===== src/rtl/load_store_unit_if.sv =====
// load_store_unit_if: memory-side request/acknowledge bus of the load/store unit.
// The LSU is the master (drives the request), the memory is the slave.
interface load_store_unit_if;
    logic        mem_req;
    logic        mem_we;
    logic [31:0] mem_addr;
    logic [31:0] mem_wdata;
    logic [3:0]  mem_be;
    logic [31:0] mem_rdata;
    logic        mem_ack;

    modport master (
        output mem_req, mem_we, mem_addr, mem_wdata, mem_be,
        input  mem_rdata, mem_ack
    );

    modport slave (
        input  mem_req, mem_we, mem_addr, mem_wdata, mem_be,
        output mem_rdata, mem_ack
    );
endinterface


===== src/rtl/load_store_unit.sv =====
// load_store_unit: single-outstanding load/store sequencer (IDLE -> BUSY -> DONE).
// Checks alignment, builds byte enables and replicated store data, holds the
// request on the memory bus until acknowledged, and returns extended load data.
// Optional build macro: LSU_TIMEOUT_EN adds a BUSY-cycle watchdog that aborts
// the access after TIMEOUT_CYCLES, returns 32'hDEADBEEF for loads and pulses BusErr.
module load_store_unit #(
    parameter int DATA_WIDTH     = 32,
    parameter int TIMEOUT_CYCLES = 255
) (
    input  logic                  clk,
    input  logic                  rst,
    input  logic                  MemRead,
    input  logic                  MemWrite,
    input  logic [2:0]            funct3,
    input  logic [31:0]           ALUResult,
    input  logic [DATA_WIDTH-1:0] WriteData,
    output logic [DATA_WIDTH-1:0] ReadData,
    output logic                  Stall,
    output logic                  MisalignErr,
    output logic                  BusErr,
    load_store_unit_if.master     mem
);
    typedef enum logic [1:0] {IDLE, BUSY, DONE} state_t;

    typedef struct packed {
        logic [31:0] addr;
        logic        we;
        logic [3:0]  be;
        logic [31:0] wdata;
        logic [2:0]  f3;
    } lsu_req_t;

    state_t      state, state_nxt;
    lsu_req_t    req_q, req_d;
    logic        is_byte, is_half, aligned, request;
    logic        accept, timeout, timeout_hit;
    logic [7:0]  byte_v;
    logic [15:0] half_v;
    logic [31:0] load_val;

    // Decode access size, alignment, byte lanes and replicated store data
    always_comb begin
        is_byte    = (funct3[1:0] == 2'b00);
        is_half    = (funct3[1:0] == 2'b01);
        request    = MemRead | MemWrite;
        req_d.addr = ALUResult;
        req_d.we   = MemWrite;       // store wins when both are requested
        req_d.f3   = funct3;
        if (is_byte) begin
            aligned     = 1'b1;
            req_d.be    = 4'b0001 << ALUResult[1:0];
            req_d.wdata = {4{WriteData[7:0]}};
        end else if (is_half) begin
            aligned     = ~ALUResult[0];
            req_d.be    = ALUResult[1] ? 4'b1100 : 4'b0011;
            req_d.wdata = {2{WriteData[15:0]}};
        end else begin
            // 010 plus the unused 011/110/111 encodings all behave as words
            aligned     = (ALUResult[1:0] == 2'b00);
            req_d.be    = 4'b1111;
            req_d.wdata = WriteData;
        end
    end

    // Next-state and handshake outputs; reset forces Stall/MisalignErr low
    always_comb begin
        state_nxt   = state;
        Stall       = 1'b0;
        MisalignErr = 1'b0;
        accept      = 1'b0;
        timeout     = 1'b0;
        case (state)
            IDLE: begin
                if (request) begin
                    if (aligned) begin
                        accept    = 1'b1;
                        Stall     = 1'b1;
                        state_nxt = BUSY;
                    end else begin
                        MisalignErr = 1'b1;
                    end
                end
            end
            BUSY: begin
                Stall = 1'b1;
                if (mem.mem_ack) begin
                    state_nxt = DONE;
                end else if (timeout_hit) begin
                    timeout   = 1'b1;
                    state_nxt = DONE;
                end
            end
            DONE:    state_nxt = IDLE;
            default: state_nxt = IDLE;
        endcase
        if (rst) begin
            Stall       = 1'b0;
            MisalignErr = 1'b0;
        end
    end

    // State register
    always_ff @(posedge clk or posedge rst) begin
        if (rst) state <= IDLE;
        else     state <= state_nxt;
    end

    // Capture the request once; it stays frozen on the bus for the whole BUSY phase
    always_ff @(posedge clk or posedge rst) begin
        if (rst)         req_q <= '0;
        else if (accept) req_q <= req_d;
    end

    assign mem.mem_req   = (state == BUSY);
    assign mem.mem_we    = req_q.we;
    assign mem.mem_be    = req_q.be;
    assign mem.mem_wdata = req_q.wdata;
    assign mem.mem_addr  = {req_q.addr[31:2], 2'b00};

    // Select the addressed byte/half and extend per funct3[2] (1 = unsigned)
    always_comb begin
        byte_v = mem.mem_rdata[{req_q.addr[1:0], 3'b000} +: 8];
        half_v = req_q.addr[1] ? mem.mem_rdata[31:16] : mem.mem_rdata[15:0];
        case (req_q.f3[1:0])
            2'b00:   load_val = {{24{byte_v[7] & ~req_q.f3[2]}}, byte_v};
            2'b01:   load_val = {{16{half_v[15] & ~req_q.f3[2]}}, half_v};
            default: load_val = mem.mem_rdata;
        endcase
    end

    // Load result register; stores and misaligned requests leave it untouched
    always_ff @(posedge clk or posedge rst) begin
        if (rst)                                          ReadData <= '0;
        else if (state == BUSY && mem.mem_ack && !req_q.we) ReadData <= load_val;
        else if (timeout && !req_q.we)                    ReadData <= 32'hDEADBEEF;
    end

`ifdef LSU_TIMEOUT_EN
    localparam int CW = $clog2(TIMEOUT_CYCLES + 1);

    logic [CW-1:0] busy_cnt;
    logic          bus_err_q;

    // Count BUSY cycles, restarting on every accepted request
    always_ff @(posedge clk or posedge rst) begin
        if (rst)                busy_cnt <= '0;
        else if (accept)        busy_cnt <= '0;
        else if (state == BUSY) busy_cnt <= busy_cnt + 1'b1;
    end

    assign timeout_hit = (state == BUSY) && (busy_cnt == CW'(TIMEOUT_CYCLES - 1));

    // BusErr is high exactly in the DONE cycle that follows an abort
    always_ff @(posedge clk or posedge rst) begin
        if (rst) bus_err_q <= 1'b0;
        else     bus_err_q <= timeout;
    end

    assign BusErr = bus_err_q;
`else
    wire unused_timeout_cfg = ^TIMEOUT_CYCLES;

    assign timeout_hit = 1'b0;
    assign BusErr      = 1'b0;
`endif
endmodule

===== src/flat_wrapper.sv =====
// flat-port wrapper written by rule: the top's interface ports become plain ports
module load_store_unit_flat 
#(
    parameter int DATA_WIDTH     = 32,
    parameter int TIMEOUT_CYCLES = 255
)
  (clk, rst, MemRead, MemWrite, funct3, ALUResult, WriteData, ReadData, Stall, MisalignErr, BusErr, mem_mem_req, mem_mem_we, mem_mem_addr, mem_mem_wdata, mem_mem_be, mem_mem_rdata, mem_mem_ack);
  load_store_unit_if mem_i ();
  input  logic clk;
  input  logic rst;
  input  logic MemRead;
  input  logic MemWrite;
  input  logic [2:0] funct3;
  input  logic [31:0] ALUResult;
  input  logic [DATA_WIDTH-1:0] WriteData;
  output logic [DATA_WIDTH-1:0] ReadData;
  output logic Stall;
  output logic MisalignErr;
  output logic BusErr;
  output wire logic [$bits(mem_i.mem_req)-1:0] mem_mem_req;
  output wire logic [$bits(mem_i.mem_we)-1:0] mem_mem_we;
  output wire logic [$bits(mem_i.mem_addr)-1:0] mem_mem_addr;
  output wire logic [$bits(mem_i.mem_wdata)-1:0] mem_mem_wdata;
  output wire logic [$bits(mem_i.mem_be)-1:0] mem_mem_be;
  input wire logic [$bits(mem_i.mem_rdata)-1:0] mem_mem_rdata;
  input wire logic [$bits(mem_i.mem_ack)-1:0] mem_mem_ack;
  assign mem_mem_req = mem_i.mem_req;
  assign mem_mem_we = mem_i.mem_we;
  assign mem_mem_addr = mem_i.mem_addr;
  assign mem_mem_wdata = mem_i.mem_wdata;
  assign mem_mem_be = mem_i.mem_be;
  assign mem_i.mem_rdata = mem_mem_rdata;
  assign mem_i.mem_ack = mem_mem_ack;
  load_store_unit #(.DATA_WIDTH(DATA_WIDTH), .TIMEOUT_CYCLES(TIMEOUT_CYCLES)) u_core (.clk(clk), .rst(rst), .MemRead(MemRead), .MemWrite(MemWrite), .funct3(funct3), .ALUResult(ALUResult), .WriteData(WriteData), .ReadData(ReadData), .Stall(Stall), .MisalignErr(MisalignErr), .BusErr(BusErr), .mem(mem_i));
endmodule

===== config.mk =====
export PLATFORM = sky130hd
export DESIGN_NAME = load_store_unit_flat
export DESIGN_NICKNAME = d
export VERILOG_FILES = /design/src/rtl/load_store_unit_if.sv /design/src/rtl/load_store_unit.sv /design/src/flat_wrapper.sv
export SDC_FILE = /design/constraint.sdc
export NUM_CORES = 1
export LEC_CHECK = 0
export ABC_AREA = 1
export BUFFER_PORTS_ARGS = -buffer_cell sky130_fd_sc_hd__buf_2
export CORE_MARGIN = 2
export CORE_UTILIZATION = 54
export DETAILED_ROUTE_END_ITERATION = 8
export PLACE_DENSITY = 0.87
export RECOVER_POWER = 100
export SLEW_MARGIN = 10
export SYNTH_ARGS = -nofsm -noshare
export SYNTH_HDL_FRONTEND = slang
export SYNTH_SLANG_ARGS = --single-unit

===== constraint.sdc =====
create_clock -name clk -period 8.55 [get_ports clk]
set_clock_uncertainty 0.1 [all_clocks]
set_input_delay 0.855 -clock clk [delete_from_list [all_inputs] [get_ports clk]]
set_output_delay 0.855 -clock clk [all_outputs]
set_load 0.1 [all_outputs]

==> impl_metrics.yaml <==
run_status:
  status: "finished with violations"
  violations: "max-capacitance violations, max-slew violations"
clock_network:
  clock_path_buffers: 2
  clk_latency_ps: 350
  holdBufCountCts: 0
  post_cts_buffers: 0
  clk_pin_slew_ps: 110
  htreeDepth: 3
  clock_sinks: 106
  tritoncts: "done"
  cts_made_buffers: 9
  root_buffer: "clkbuf_8"
  cts_resized: 0
finish:
  n_antenna_cell: 0
  nNetsFinal: 929
  multi_input_area_um2: 1900
  n_fill_cell: 1018
  drive_gt1_frac: 0.172
  seqCellArea_um2: 2650
  synthToLayoutAreaGrowth_pct: 9.82
  final_cell_mix: "nand2_1, dfrtp_1, clkbuf_1"
  stdcell_count: 966
  final_common_cell: "nand2_1"
place:
  gp_congestion: 0.843
  placedCellCount: 950
  hpwl_um: 9490
  port_buffers: 205
hold_path:
  hp-class: "reg2reg"
timing:
  hold_violations: 0
  slew_viol_final: 94
  post-route-period-util: 0.629
  setup_tns_ps: 0
  clock.fmax_mhz: 186
  rsz0062_at_grt: "false"
  setup_viol: 0
  tightest_slew_ps: 1650
  max-slew-margin-rel: -0.0991
  whs_ps: 393
  period_needed_ps: 5380
setup_path:
  timing.critical_path.from: "funct3[1]"
  slowest_stage: "nand3_1"
  r2r-start: "u_core.state[0]$_DFFE_PP0P_"
  worst-path-buf-inv: 3
  cp_max_fo: 52
  path_depth: 7
  worstPathArrival_ps: 4420
  reg2reg_slack_ps: 5120
  crit_end: "Stall"
  cpLargestDelayFamily: "simple AND/OR/NAND/NOR gates"
  cp-end-kind: "output pin"
  cp_slowest_stage_delay_ps: 1140
  critPathLaunchType: "input port"
  reg2reg_depth: 8
  crit_required_ps: 7600
  critical_path_class: "in2out"
  r2r_end: "u_core.ReadData[4]$_DFFE_PP0P_"
  crit_path_cell_trace: "clkbuf_1 -> inv_1 -> nand2_1 -> a22oi_1 -> nand3_1 -> a21oi_1 -> buf_2"
routing:
  drt_wl_total_um: 13000
  ant_nets: 0
  via_count: 4761
  post_drt_wl_per_cell_um: 13.5
  drtIter0Drc: 204
  dr.pass1.iters: 8
  vias_per_cell: 4.93
  drc: 0
floorplan:
  ioPinCount: 209
  rows: 37
  die_x_um: 106
  dieArea_um2: 11200
  coreArea_um2: 10200
  start_util: 0.548
  die_height_um: 106
global_routing:
  grt_pass1_wl_um: 20600
  grt_max_degree: 95
  grt_antenna_before_repair: 0
  grt_pass1_vias: 4247
  grt_use_total: 0.231
  grt_overflow_total: 0
synthesis:
  synthTopCellsByArea: "dfrtp_1, nand2_1, buf_4, inv_1, o21ai_0"
  synthCells: 706
  synth_top_area_frac: 0.475
  ys_types: 27
  synth_top_area_cell: "dfrtp_1"
  syn_area_per_cell_um2: 7.91
  synth_warnings: 0
  syn_area_um2: 5580
  synth_seq_cells: 106
  ys_seq_area_frac: 0.475
flow_run:
  maxCapViolCount: 2
==> per-stage QoR <==
stage / util / cell area [µm²] / setup WS, ps
global placement: 0.601 / 6120 / 4780
CTS: 0.620 / 6320 / 4760
floorplan: - / 5590 / 3710
finish: 0.602 / 6130 / 3170
detailed placement: 0.601 / 6120 / 4770
global route: 0.602 / 6130 / 2690
==> state kept, by name, indices dropped and copies added, names as in the netlist <==
name / count
u_core.mem.mem_be: 4
u_core.mem.mem_addr: 30
u_core.mem.mem_we: 1
u_core.req_q: 5
u_core.mem.mem_wdata: 32
u_core.ReadData: 32
u_core.state: 2
==> synthesized netlist by cell type <==
| library cell | instances |
|---|---|
| nand2_2 | 1 |
| nand3_1 | 10 |
| a31oi_1 | 2 |
| inv_1 | 73 |
| o21ai_2 | 4 |
| nor4_1 | 1 |
| buf_6 | 4 |
| dfrtp_1 | 106 |
| a21oi_2 | 10 |
| nand2_1 | 185 |
| o21ai_0 | 54 |
| nor2_2 | 1 |
| inv_2 | 4 |
| or2_1 | 1 |
| a22oi_4 | 1 |
| buf_2 | 13 |
| buf_4 | 70 |
| nor2_1 | 42 |
| nand3b_1 | 1 |
| conb_1 | 1 |
| clkbuf_1 | 16 |
| or2_2 | 7 |
| nand2_4 | 2 |
| o21ai_1 | 46 |
| a21oi_1 | 49 |
| nand3_4 | 1 |
| nor2_8 | 1 |
==> routing by layer <==
metal / wire length [µm] / vias up / global-route usage / part of all wire
met4: 199 / 0 / 0.0724 / 0.015
li1: - / 2376 / - / -
met5: 0 / - / 0 / 0
met2: 6290 / 202 / 0.384 / 0.48
met1: 5490 / 2164 / 0.310 / 0.42
met3: 1030 / 19 / 0.0390 / 0.079
==> logic make-up after synthesis <==
family	Yosys count	share of synthesized area
AOI/OAI and AO/OA	166	0.162
buffers and inverters	180	0.176
DFF	106	0.475
other	1	0.000672
and+or+nand+nor	253	0.186
==> worst min path at each step <==
stage	startpoint	slack (ps)	cells past startpoint	end
CTS	rst	330	2	u_core.mem.mem_wdata[14]$_DFFE_PP0P_
floorplan	u_core.mem.mem_wdata[10]$_DFFE_PP0P_	350	2	u_core.mem.mem_wdata[10]$_DFFE_PP0P_
detailed placement	u_core.mem.mem_wdata[24]$_DFFE_PP0P_	370	2	u_core.mem.mem_wdata[24]$_DFFE_PP0P_
global placement	u_core.mem.mem_wdata[15]$_DFFE_PP0P_	360	2	u_core.mem.mem_wdata[15]$_DFFE_PP0P_
global route	u_core.ReadData[10]$_DFFE_PP0P_	410	2	u_core.ReadData[10]$_DFFE_PP0P_
finish	u_core.mem.mem_wdata[31]$_DFFE_PP0P_	390	2	u_core.mem.mem_wdata[31]$_DFFE_PP0P_
==> worst min-delay path: stages (launching register included) <==
cell,delay [ps]
dfrtp_1,360
nand2_1,50
o21ai_0,60
==> area by class of cell <==
| type | instances | area share |
|---|---|---|
| clock buffers | 9 | 0.0202 |
| clock inverters | 7 | 0.0114 |
| inverters | 77 | 0.0474 |
| multi-input cells | 422 | 0.310 |
| flip-flops and latches | 106 | 0.433 |
| well taps | 136 | 0.0278 |
| repair buffers | 209 | 0.150 |
Power is left out: the tool's default activity adds up to more than one toggle a clock period on the data nets, which glitch-free logic cannot reach.
